===== config.mk =====
export PLATFORM = sky130hd
export DESIGN_NAME = uart_rx_capture
export DESIGN_NICKNAME = d
export VERILOG_FILES = /design/src/rtl/uart_rx_capture.sv
export SDC_FILE = /design/constraint.sdc
export NUM_CORES = 1
export LEC_CHECK = 0
export CAP_MARGIN = 20
export CORE_MARGIN = 5
export CORE_UTILIZATION = 55
export CTS_CLUSTER_SIZE = 8
export DETAILED_ROUTE_END_ITERATION = 10
export PLACE_DENSITY_LB_ADDON = 0.3
export REMOVE_ABC_BUFFERS = 1
export SLEW_MARGIN = 20
export SYNTH_ARGS = -nofsm -noshare
export SYNTH_HDL_FRONTEND = slang
export SYNTH_SLANG_ARGS = --single-unit

===== constraint.sdc =====
create_clock -name clk -period 4.1 [get_ports clk]
set_input_delay 0.41 -clock clk [delete_from_list [all_inputs] [get_ports clk]]
set_output_delay 0.41 -clock clk [all_outputs]
set_load 0.05 [all_outputs]

===== src/rtl/uart_rx_capture.sv =====
// uart_rx_capture: 8N1 serial receiver feeding a first-word-fall-through byte FIFO.
// Ports:
//   clk, rst          clock and synchronous active-high reset
//   i_rx              serial line, idle high, asynchronous to clk
//   o_rdata/o_rvalid  FIFO head byte and not-empty flag
//   i_rready          pop request, honoured when o_rvalid is high
//   o_level           number of bytes stored (0..FIFO_DEPTH)
//   o_frame_err       one-cycle pulse when a stop bit is sampled low
//   o_overflow        sticky flag, set when a byte is dropped on a full FIFO
module uart_rx_capture #(
   parameter int CLK_FREQ_HZ = 50_000_000,
   parameter int BAUD_RATE   = 115200,
   parameter int FIFO_DEPTH  = 8
) (
   input  logic                          clk,
   input  logic                          rst,
   input  logic                          i_rx,
   output logic [7:0]                    o_rdata,
   output logic                          o_rvalid,
   input  logic                          i_rready,
   output logic [$clog2(FIFO_DEPTH):0]   o_level,
   output logic                          o_frame_err,
   output logic                          o_overflow
);
   localparam int DIV  = CLK_FREQ_HZ / BAUD_RATE;
   localparam int HALF = DIV / 2;
   localparam int CW   = $clog2(DIV);
   localparam int AW   = $clog2(FIFO_DEPTH);
   localparam logic [CW-1:0] CNT_DIV  = CW'(DIV - 1);
   localparam logic [CW-1:0] CNT_HALF = CW'(HALF - 1);
   localparam logic [AW:0]   FULL     = (AW + 1)'(FIFO_DEPTH);
   typedef enum logic [2:0] {IDLE, START, DATA, STOP, BREAK} state_t;
   state_t state, state_n;
   logic rx_m, rx_s;
   logic [CW-1:0] cnt, cnt_n;
   logic [2:0] idx, idx_n;
   logic [7:0] sh, sh_n;
   logic push, ferr_n, pop, accept;
   logic [7:0] mem [FIFO_DEPTH];
   logic [AW-1:0] wp, rp;
   always_ff @(posedge clk) begin
      if (rst) begin
         rx_m        <= 1'b1;
         rx_s        <= 1'b1;
         state       <= IDLE;
         cnt         <= '0;
         idx         <= '0;
         sh          <= '0;
         o_frame_err <= 1'b0;
      end else begin
         rx_m        <= i_rx;
         rx_s        <= rx_m;
         state       <= state_n;
         cnt         <= cnt_n;
         idx         <= idx_n;
         sh          <= sh_n;
         o_frame_err <= ferr_n;
      end
   end
   always_comb begin
      state_n = state;
      cnt_n   = cnt;
      idx_n   = idx;
      sh_n    = sh;
      push    = 1'b0;
      ferr_n  = 1'b0;
      case (state)
         IDLE: begin
            cnt_n = '0;
            if (!rx_s) state_n = START;
         end
         START: begin
            cnt_n = cnt + 1'b1;
            if (cnt == CNT_HALF) begin
               cnt_n   = '0;
               idx_n   = '0;
               state_n = rx_s ? IDLE : DATA;
            end
         end
         DATA: begin
            cnt_n = cnt + 1'b1;
            if (cnt == CNT_DIV) begin
               cnt_n = '0;
               sh_n  = {rx_s, sh[7:1]};
               idx_n = idx + 1'b1;
               if (idx == 3'd7) state_n = STOP;
            end
         end
         STOP: begin
            cnt_n = cnt + 1'b1;
            if (cnt == CNT_DIV) begin
               cnt_n   = '0;
               push    = rx_s;
               ferr_n  = !rx_s;
               state_n = rx_s ? IDLE : BREAK;
            end
         end
         BREAK: begin
            cnt_n = '0;
            if (rx_s) state_n = IDLE;
         end
         default: state_n = IDLE;
      endcase
   end
   // A pop in the same cycle frees a slot, so a full FIFO can still accept.
   assign o_rvalid = (o_level != '0);
   assign pop      = o_rvalid & i_rready;
   assign accept   = push & ((o_level != FULL) | pop);
   assign o_rdata  = o_rvalid ? mem[rp] : 8'h00;
   always_ff @(posedge clk) begin
      if (accept) mem[wp] <= sh;
   end
   always_ff @(posedge clk) begin
      if (rst) begin
         wp         <= '0;
         rp         <= '0;
         o_level    <= '0;
         o_overflow <= 1'b0;
      end else begin
         if (accept) wp <= wp + 1'b1;
         if (pop) rp <= rp + 1'b1;
         if (accept && !pop) o_level <= o_level + 1'b1;
         else if (pop && !accept) o_level <= o_level - 1'b1;
         if (push && !accept) o_overflow <= 1'b1;
      end
   end
endmodule


Word level (Yosys, flattened, before mapping)
Memories as Yosys holds them, arrays and structs flattened. A register that Yosys moved wholly into a read port is not among the register bits.
Index checks and enable logic that the tools add are counted.
- muxes and demuxes: 24
- bitwise gates (word level): 5
- add/sub/neg operators: 6
- reduce and logical (&&, ||, !) cells: 17
- equality and inequality tests: 14
- operator list (kind ; number):
    3-bit two-way mux ; 11
    9-bit case mux with 3 select lines ; 1
    9-bit two-way mux ; 2
    3-bit case mux with 5 select lines ; 1
    2-bit != test, second input constant ; 6
    3-bit by 1-bit adder with 3-bit output, second input constant ; 3
    9-bit by 1-bit adder with 9-bit output, second input constant ; 1
    9-bit by 8-bit equality test with 1-bit output, second input constant ; 1
    9-bit equality test, second input constant ; 1
    4-bit two-way mux ; 2
    8-bit two-way mux ; 1
    3-bit by 2-bit equality test with 1-bit output, second input constant ; 2
    3-bit equality test, second input constant ; 2
    3-bit case mux with 2 select lines ; 1
    6-bit AND reduction ; 1
    4-bit by 1-bit adder with 4-bit output, second input constant ; 1
    1-bit two-way mux ; 4
    4-bit != test, second input constant ; 1
    2-bit nonzero test ; 2
    4-bit nonzero test ; 1
    2-bit OR reduction ; 2
    4-bit by 1-bit subtractor with 4-bit output, second input constant ; 1
    3-bit by 1-bit equality test with 1-bit output, second input constant ; 1
    1-bit logical AND ; 3
    10 further kinds ; 14
- logic and storage cells: 78
- output and inout port bits: 15
- bits in writable memories: 64
- memories kept: 1
- input bits: 4
- flip-flop bits (word level): 37
- memories (name ; depth ; bits a word ; rd ports ; clocked after memory_dff ; wr ports ; RTL line ; text):
    mem ; 8 ; 8 ; 1 ; 1 ; 1 ; 39 ; logic [7:0] mem [FIFO_DEPTH];

Depth between registers and ports, before layout
Gate-level depths: netlist (run 1).
- word-level depth: 8
- gate-level depth with buffers: 14
- depth with buffers taken out: 13

Least setup slack after synthesis (run 1)
No wires, ideal clock.
- kind: reg-to-reg
- from: reg o_level[0]
- to: reg o_level[3]
- setup time: 0.121 ns
- clock period less this slack: 2.942 ns
- arrival: 2.821 ns
- buffers on the path: 0
- setup slack: 1.158 ns
- stages on the path, launching flop included: 11
- required time: 3.979 ns
- cell sequence: dfxtp_1 nor4_4 inv_2 nand2_1 ha_1 inv_1 ha_1 a21o_1 a21oi_1 mux2i_1 mux2_2
- longest elaborated chain between the ends: 7
- elaborated cells on any way between the ends: 14
- classes of those cells: add/sub (2); eq/ne (1); mux (2); bitwise (3); reduce/logical (6)
- RTL lines (item ; RTL line ; text):
    start, declared ; 21 ; output logic [$clog2(FIFO_DEPTH):0] o_level,
    start signal, assigned ; 122 ; if (accept && !pop) o_level <= o_level + 1'b1;
    start signal, assigned ; 123 ; else if (pop && !accept) o_level <= o_level - 1'b1;
    4-bit nonzero test (*) ; 106 ; assign o_rvalid = (o_level != '0);
    net o_rvalid ; 19 ; output logic o_rvalid,
    1-bit bitwise AND (*) ; 107 ; assign pop = o_rvalid & i_rready;
    1-bit OR ; 108 ; assign accept = push & ((o_level != FULL) | pop);
    1-bit bitwise AND ; 108 ;
    1-bit logical NOT ; 123 ;
    1-bit logical AND ; 123 ;
    2-bit nonzero test (no source line) ; -- ;
The timed path passes the listed nets; every way through them passes the cells marked *. The select of a mux whose other input is x is not followed.
A chain may end at the register's enable or synchronous reset.

Final worst setup path (run 1)
- from: reg cnt[5]
- to: reg o_level[3]
- longest elaborated chain between the ends: 7
- elaborated cells on any way between the ends: 9
- classes of those cells: eq/ne (1); mux (3); bitwise (1); reduce/logical (4)
- RTL lines (item ; RTL line ; text):
    start, declared ; 35 ; logic [CW-1:0] cnt, cnt_n;
    start signal, assigned ; 54 ; cnt <= cnt_n;
    9-bit equality test (*) ; 91 ; if (cnt == CNT_DIV) begin
    1-bit two-way mux (*) ; 91 ;
    1-bit two-way mux (*) ; 67 ; case (state)
    1-bit bitwise AND (*) ; 108 ;
    net accept ; 38 ; logic push, ferr_n, pop, accept;
    1-bit logical NOT ; 123 ;
    1-bit logical AND ; 123 ;
    2-bit nonzero test (no source line) ; -- ;
The timed path passes the listed nets; every way through them passes the cells marked *.

==> qor.txt, run 1 <==
Run status = finished, final reports clean
Clock network power share = 34.7%
Vias = 2678
CP delay by family, top = simple AND/OR/NAND/NOR gates
Setup Skew = 0.0102 ns
Num CTS Buffers = 9
VDD IR max = 0.212 mV
Post-place setup slack = 1.04 ns
Type of origin of the critical path = register
Count of flip-flops with a built-in enable after synthesis = 64
Antenna violations before repair = 0
TritonRoute pass-1 iters = 4
Max-Cap Viols = 0
Ys Warns = 0
Crit path kind = reg -> reg
Comb pwr share = 1.3%
Final worst setup slack = 1.05 ns
Post-CTS setup buffer count = 0
Drt drc = 0
Synth cell count leaders = edfxtp_1 (64), dfxtp_1 (40), nand2_1 (35)
FMAX = 0.328 GHz
Setup violators final = 0
Crit path largest cell delay = 0.44 ns
Worst path cell trace = and4b_1 > and3_1 > nand2_1 > inv_1 > ha_1 > inv_1 > ha_1 > a21o_1 > a21oi_1 > mux2i_1 > mux2_2
Buffers plus inverters on the worst setup path = 2
Largest cells by area after synthesis = edfxtp_1 (43%), dfxtp_1 (18%), mux4_2 (8.0%)
Period minus WS final = 3.05 ns
Share of Yosys cell area claimed by the top area cell type = 42.8%
Power Dens Cells = 347 nW/µm²
Primary FF master, synth = edfxtp_1
Sequential-to-total area share from yosys stat = 60.6%
Die W = 100 µm
Internal power = 1.34 mW
DP HPWL = 5160 µm
Worst skew pair latency = 0.36 ns
Ys async rst share = 0%
# rows = 33
Seq. cell area = 2720 µm²
TNS Setup = 0 ns
Initial DRC Count = 119
Mapped cell area = 4490 µm²
IO Pins = 19
Area grow syn2layout = 10.2%
CP endpoint kind = register
Critical path required time = 4.36 ns
RSZ-0062 raised after global routing = false
CTS Sinks = 104
Via density = 5.71
Fin nets = 374
Global Route Usage Sum = 16.9%
Largest net degree at the start of global routing = 23
Yosys top cell by area = edfxtp_1
Synth Instances = 340
Share of cells above drive strength 1 = 14.8%
Final Hold Viols = 0
Final Slew Violations = 0
Hold-fix buffers, CTS = 0
First-pass GRT wire length = 13000 µm
Sequential cell fraction of total power = 64.0%
Vias in the first global route = 2546
ANT cells = 0
GRT Residual Overflow = 0
Routed Antenna Nets = 0
Final Cycle Share = 74.3%
GPL Wtd Cong = 0.834
#FFs+latches synth = 104
Multi-input gate area = 1650 µm²
Post-CTS sizing = 0
Wire per inst = 16.8 µm
Worst slew margin = 35.8%
Root Buffer = clkbuf_8
CTS tree = yes
CTS Buffer Depth = 2
Crit Path Max Fanout = 7
Clock Pin Slew Worst Setup and Hold Paths = 0.10 ns
Core area = 8090 µm²
Routed wire length = 7880 µm
Measured slew at the worst slew-check pin = 0.959 ns
H-tree levels = 3
Netlist cell types = 55
Slowest cell on the critical path = dfxtp_1
Die span in y = 100 µm
Most numerous cell in the Yosys netlist = edfxtp_1
Syn Area/Cell = 13.2 µm²
Reported net switching power = 382 µW
Hold crit path type = reg -> reg
Port bufs = 18
Die ar. = 10100 µm²
Initial Util = 55.5%
Fillers = 649
Pleak = 1.57 nW
Critical path arrival = 3.31 ns
Switch share = 22.2%
registers in the layout, summed over array words and instances, names as in the netlist, named ones only:
name,count
rx_s,1
idx,3
o_level,4
rp,3
cnt,9
state,3
wp,3
rx_m,1
sh,8
o_overflow,1
mem,64
o_frame_err,1
cell type report:
type,instances,area share (%)
sequential,104,55.0
inverter,10,0.759
clock buffer,10,2.58
tap,105,2.65
multi-input combinational,210,33.4
timing repair buffer,24,4.55
clock inverter,6,1.06
routing by layer:
| metal | wire length [µm] | track usage (%) | vias up |
|---|---|---|---|
| met4 | 91 | 5.60 | 0 |
| met5 | 0 | 0 | - |
| met1 | 3710 | 23.6 | 1310 |
| met2 | 3790 | 26.6 | 40 |
| li1 | - | - | 1322 |
| met3 | 289 | 3.41 | 6 |
power by group through the flow:
stage	clock network [mW]	logic (mW)	registers [mW]
2_1_floorplan	0	0.00993	1.12
3_3_place_gp	0	0.0217	1.12
3_5_place_dp	0	0.0218	1.12
4_1_cts	0.608	0.0220	1.10
5_1_grt	0.663	0.0241	1.10
6_report	0.596	0.0219	1.10
cells by family (layout without fill, tap and decap cells):
group / Yosys count / in the layout / synth area share, %
xor+xnor: 6 / 6 / 1.17
flops: 104 / 104 / 60.6
mux: 27 / 27 / 10.5
simple gates: 112 / 112 / 12.5
fa+ha+maj: 11 / 11 / 3.23
buf+inv: 26 / 50 / 2.68
compound gates: 54 / 54 / 9.25
cell usage in the layout, fill, tap and decap left out, drive strengths merged, types with 2 or more instances in the layout:
cell / n
ha: 10
o211ai: 8
nand2: 35
nand3: 8
clkbuf: 10
edfxtp: 64
o311ai: 4
clkdlybuf4s50: 18
and3: 2
nand2b: 3
or2: 2
o21ai: 6
nor2: 31
a2111oi: 3
mux2i: 10
buf: 6
dfxtp: 40
a21oi: 23
xnor2: 3
nor3: 12
o21a: 2
nand4: 7
mux4: 16
nor4: 2
and4b: 2
xor2: 3
clkinvlp: 2
inv: 13
metrics by stage:
| stage | utilization, % | total power, mW | cell area [µm²] | hold WS, ns | instances |
|---|---|---|---|---|---|
| 2_1_floorplan | - | 1.13 | 4410 | 0.389 | 324 |
| 3_3_place_gp | 58.9 | 1.15 | 4770 | 0.397 | 453 |
| 3_5_place_dp | 58.9 | 1.15 | 4770 | 0.396 | 453 |
| 4_1_cts | 61.1 | 1.73 | 4950 | 0.433 | 469 |
| 5_1_grt | 61.1 | 1.79 | 4950 | 0.450 | 469 |
| 6_report | 61.1 | 1.72 | 4950 | 0.427 | 469 |
final timing paths:
path              depth (start not counted)         end  slack (ns)    from
setup reg to reg                         11  o_level[3]        1.05  cnt[5]
hold / removal                            1        rx_s        0.43    rx_m
hold reg to reg                           1        rx_s        0.43    rx_m
setup / recovery                         11  o_level[3]        1.05  cnt[5]
No activity file was read; power rests on OpenSTA's default activity.
==> run 2, diff against run 1 <==
CORE_UTILIZATION = 54   (was 55)
clock period = 2.7 ns   (was 4.1 ns; I/O delays follow)
==> run 2 against run 1 <==
Core utilization up 1.3 points; non-clock buffer count rose by 22; die area increased by 1.7%; combinational power increased by 88%; clock skew decreased by 0.0024 ns; cell area up 3.1%; via count increased by 6.6%; largest cell class unchanged; critical endpoint unchanged; sequential power up 52%; count of clock-buffer cells in the layout unchanged; fmax grew 19%; sequential cell count did not move; sequential share of layout area fell by 1.7 points.
==> qor.txt, run 2 (synthesis results as in run 1) <==
DR WL met2 = 4340 µm
DP HPWL = 5920 µm
Worst slew margin = 49.3%
Type of origin of the critical path = register
Die W = 101 µm
GRT Residual Overflow = 0
Fillers = 657
Period minus WS final = 2.56 ns
Hold path depth = 1
Run status = finished, final reports clean
R2r setup slk = 0.14 ns
Wire per inst = 17.3 µm
Port bufs = 18
Largest register FFs = 64
Initial DRC Count = 169
Share of cells above drive strength 1 = 23.1%
Commonest non-fill, non-tap cell in the layout = edfxtp_1
First-pass GRT wire length = 14200 µm
Area grow syn2layout = 13.7%
Num CTS Buffers = 9
Routed Antenna Nets = 0
Die ar. = 10200 µm²
TNS Setup = 0 ns
GPL Wtd Cong = 0.792
Power Dens Cells = 509 nW/µm²
Biggest register = mem
Critical path arrival = 2.82 ns
TritonRoute pass-1 iters = 4
Hold crit path type = reg -> reg
Hold endpoint = rx_s
Global Route Usage Sum = 18.1%
Final Cycle Share = 94.8%
RSZ-0062 raised after global routing = false
Largest net degree at the start of global routing = 20
Crit Path Max Fanout = 4
Root Buffer = clkbuf_8
Vias in the first global route = 2844
Max-Cap Viols = 0
Top sig layer = met4
# rows = 33
Setup Skew = 0.00776 ns
IO Pins = 19
RR Endpoint = o_level[3]
Commonest non-fill, non-tap cells in the layout = edfxtp_1 (64), dfxtp_1 (40), buf_4 (36)
Final Util = 62.4%
CTS Sinks = 104
Via density = 5.82
Measured slew at the worst slew-check pin = 0.755 ns
Drt drc = 0
Final Hold Viols = 0
Clock Pin Slew Worst Setup and Hold Paths = 0.10 ns
Critical hold path startpoint = rx_m
Initial Util = 54.9%
Met1 Wirelength = 3790 µm
Routed wire length = 8490 µm
ANT cells = 0
Fin nets = 396
Setup violators final = 0
Crit path kind = reg -> reg
CP endpoint kind = register
Worst skew pair latency = 0.36 ns
Vias = 2856
Core area = 8180 µm²
Final Slew Violations = 0
Worst r2r path cells = 13
Critical R2R Launch = cnt[1]
Wire length on met3 = 260 µm
VDD IR max = 0.286 mV
Die span in y = 101 µm
Pleak = 1.70 nW
H-tree levels = 3
CTS Buffer Depth = 2
CTS tree = yes
Largest regs = mem (64), cnt (9), sh (8)
Antenna violations before repair = 0
FMAX = 0.391 GHz
Critical path required time = 2.96 ns
[run 2: cell count changes in the layout (fill, tap and decap cells not counted), sizes merged]
cell	delta
buf	+30
clkdlybuf4s50	-8
clkinv	+1
clkinvlp	-1
[run 2: metrics by stage]
stage	setup WS [ns]	instances	hold slack, ns	power (mW)	cell area, µm²
after floorplan	-0.242	324	0.339	1.72	4410
after global placement	0.128	475	0.393	1.74	4910
after detailed placement	0.0326	475	0.397	1.74	4910
after CTS	0.0291	491	0.421	2.62	5090
after global routing	0.0124	491	0.437	2.71	5100
final	0.140	491	0.418	2.60	5100
[run 2: repair_timing]
| item | in CTS | in global routing |
|---|---|---|
| endpoints found under the setup margin | 0 | 1 |
| resized for setup | 0 | 6 |
| hold buffers | 0 | 0 |
| setup buffers | 0 | 0 |
[run 2: cell type report]
| type | count | area (µm²) | share of cell area (%) |
|---|---|---|---|
| Tap cell | 105 | 131 | 2.57 |
| Multi-Input combinational cell | 210 | 1660 | 32.5 |
| Sequential cell | 104 | 2720 | 53.4 |
| Timing Repair Buffer | 46 | 370 | 7.26 |
| Clock buffer | 10 | 128 | 2.50 |
| Clock inverter | 6 | 52.6 | 1.03 |
| Inverter | 10 | 37.5 | 0.736 |
[run 2: worst max-delay path, cell delays in order (launching register included)]
cell and delay (ns):
dfxtp_1 0.33, inv_2 0.06, ha_2 0.16, and4bb_4 0.23, and3_4 0.19, nand2_1 0.06
inv_1 0.06, ha_2 0.17, inv_2 0.06, ha_1 0.27, a21o_1 0.19, a21oi_2 0.14
mux2i_1 0.21, mux2_2 0.34
[run 2: worst max path at each step]
stage	slack [ns]	cells past startpoint	to	start
2_1_floorplan	-0.24	10	o_level[3]	o_level[0]
3_3_place_gp	0.13	13	o_level[3]	cnt[1]
3_5_place_dp	0.03	13	o_level[3]	cnt[1]
4_1_cts	0.03	13	o_level[3]	cnt[1]
5_1_grt	0.01	13	o_level[3]	cnt[1]
6_report	0.14	13	o_level[3]	cnt[1]
[run 2: per-layer routing]
metal	global-route usage, %	up-vias
li1	-	1363
met5	0	-
met3	3.51	8
met2	31.1	56
met1	23.4	1429
met4	5.62	0
[run 2: report_power, final]
part           leakage (nW)  internal, mW  switching [mW]  total, mW
sequential            0.915          1.67         0.00107       1.67
clock                0.0907         0.352           0.537      0.889
combinational         0.698        0.0163          0.0249     0.0412
total                  1.70          2.04           0.563       2.60
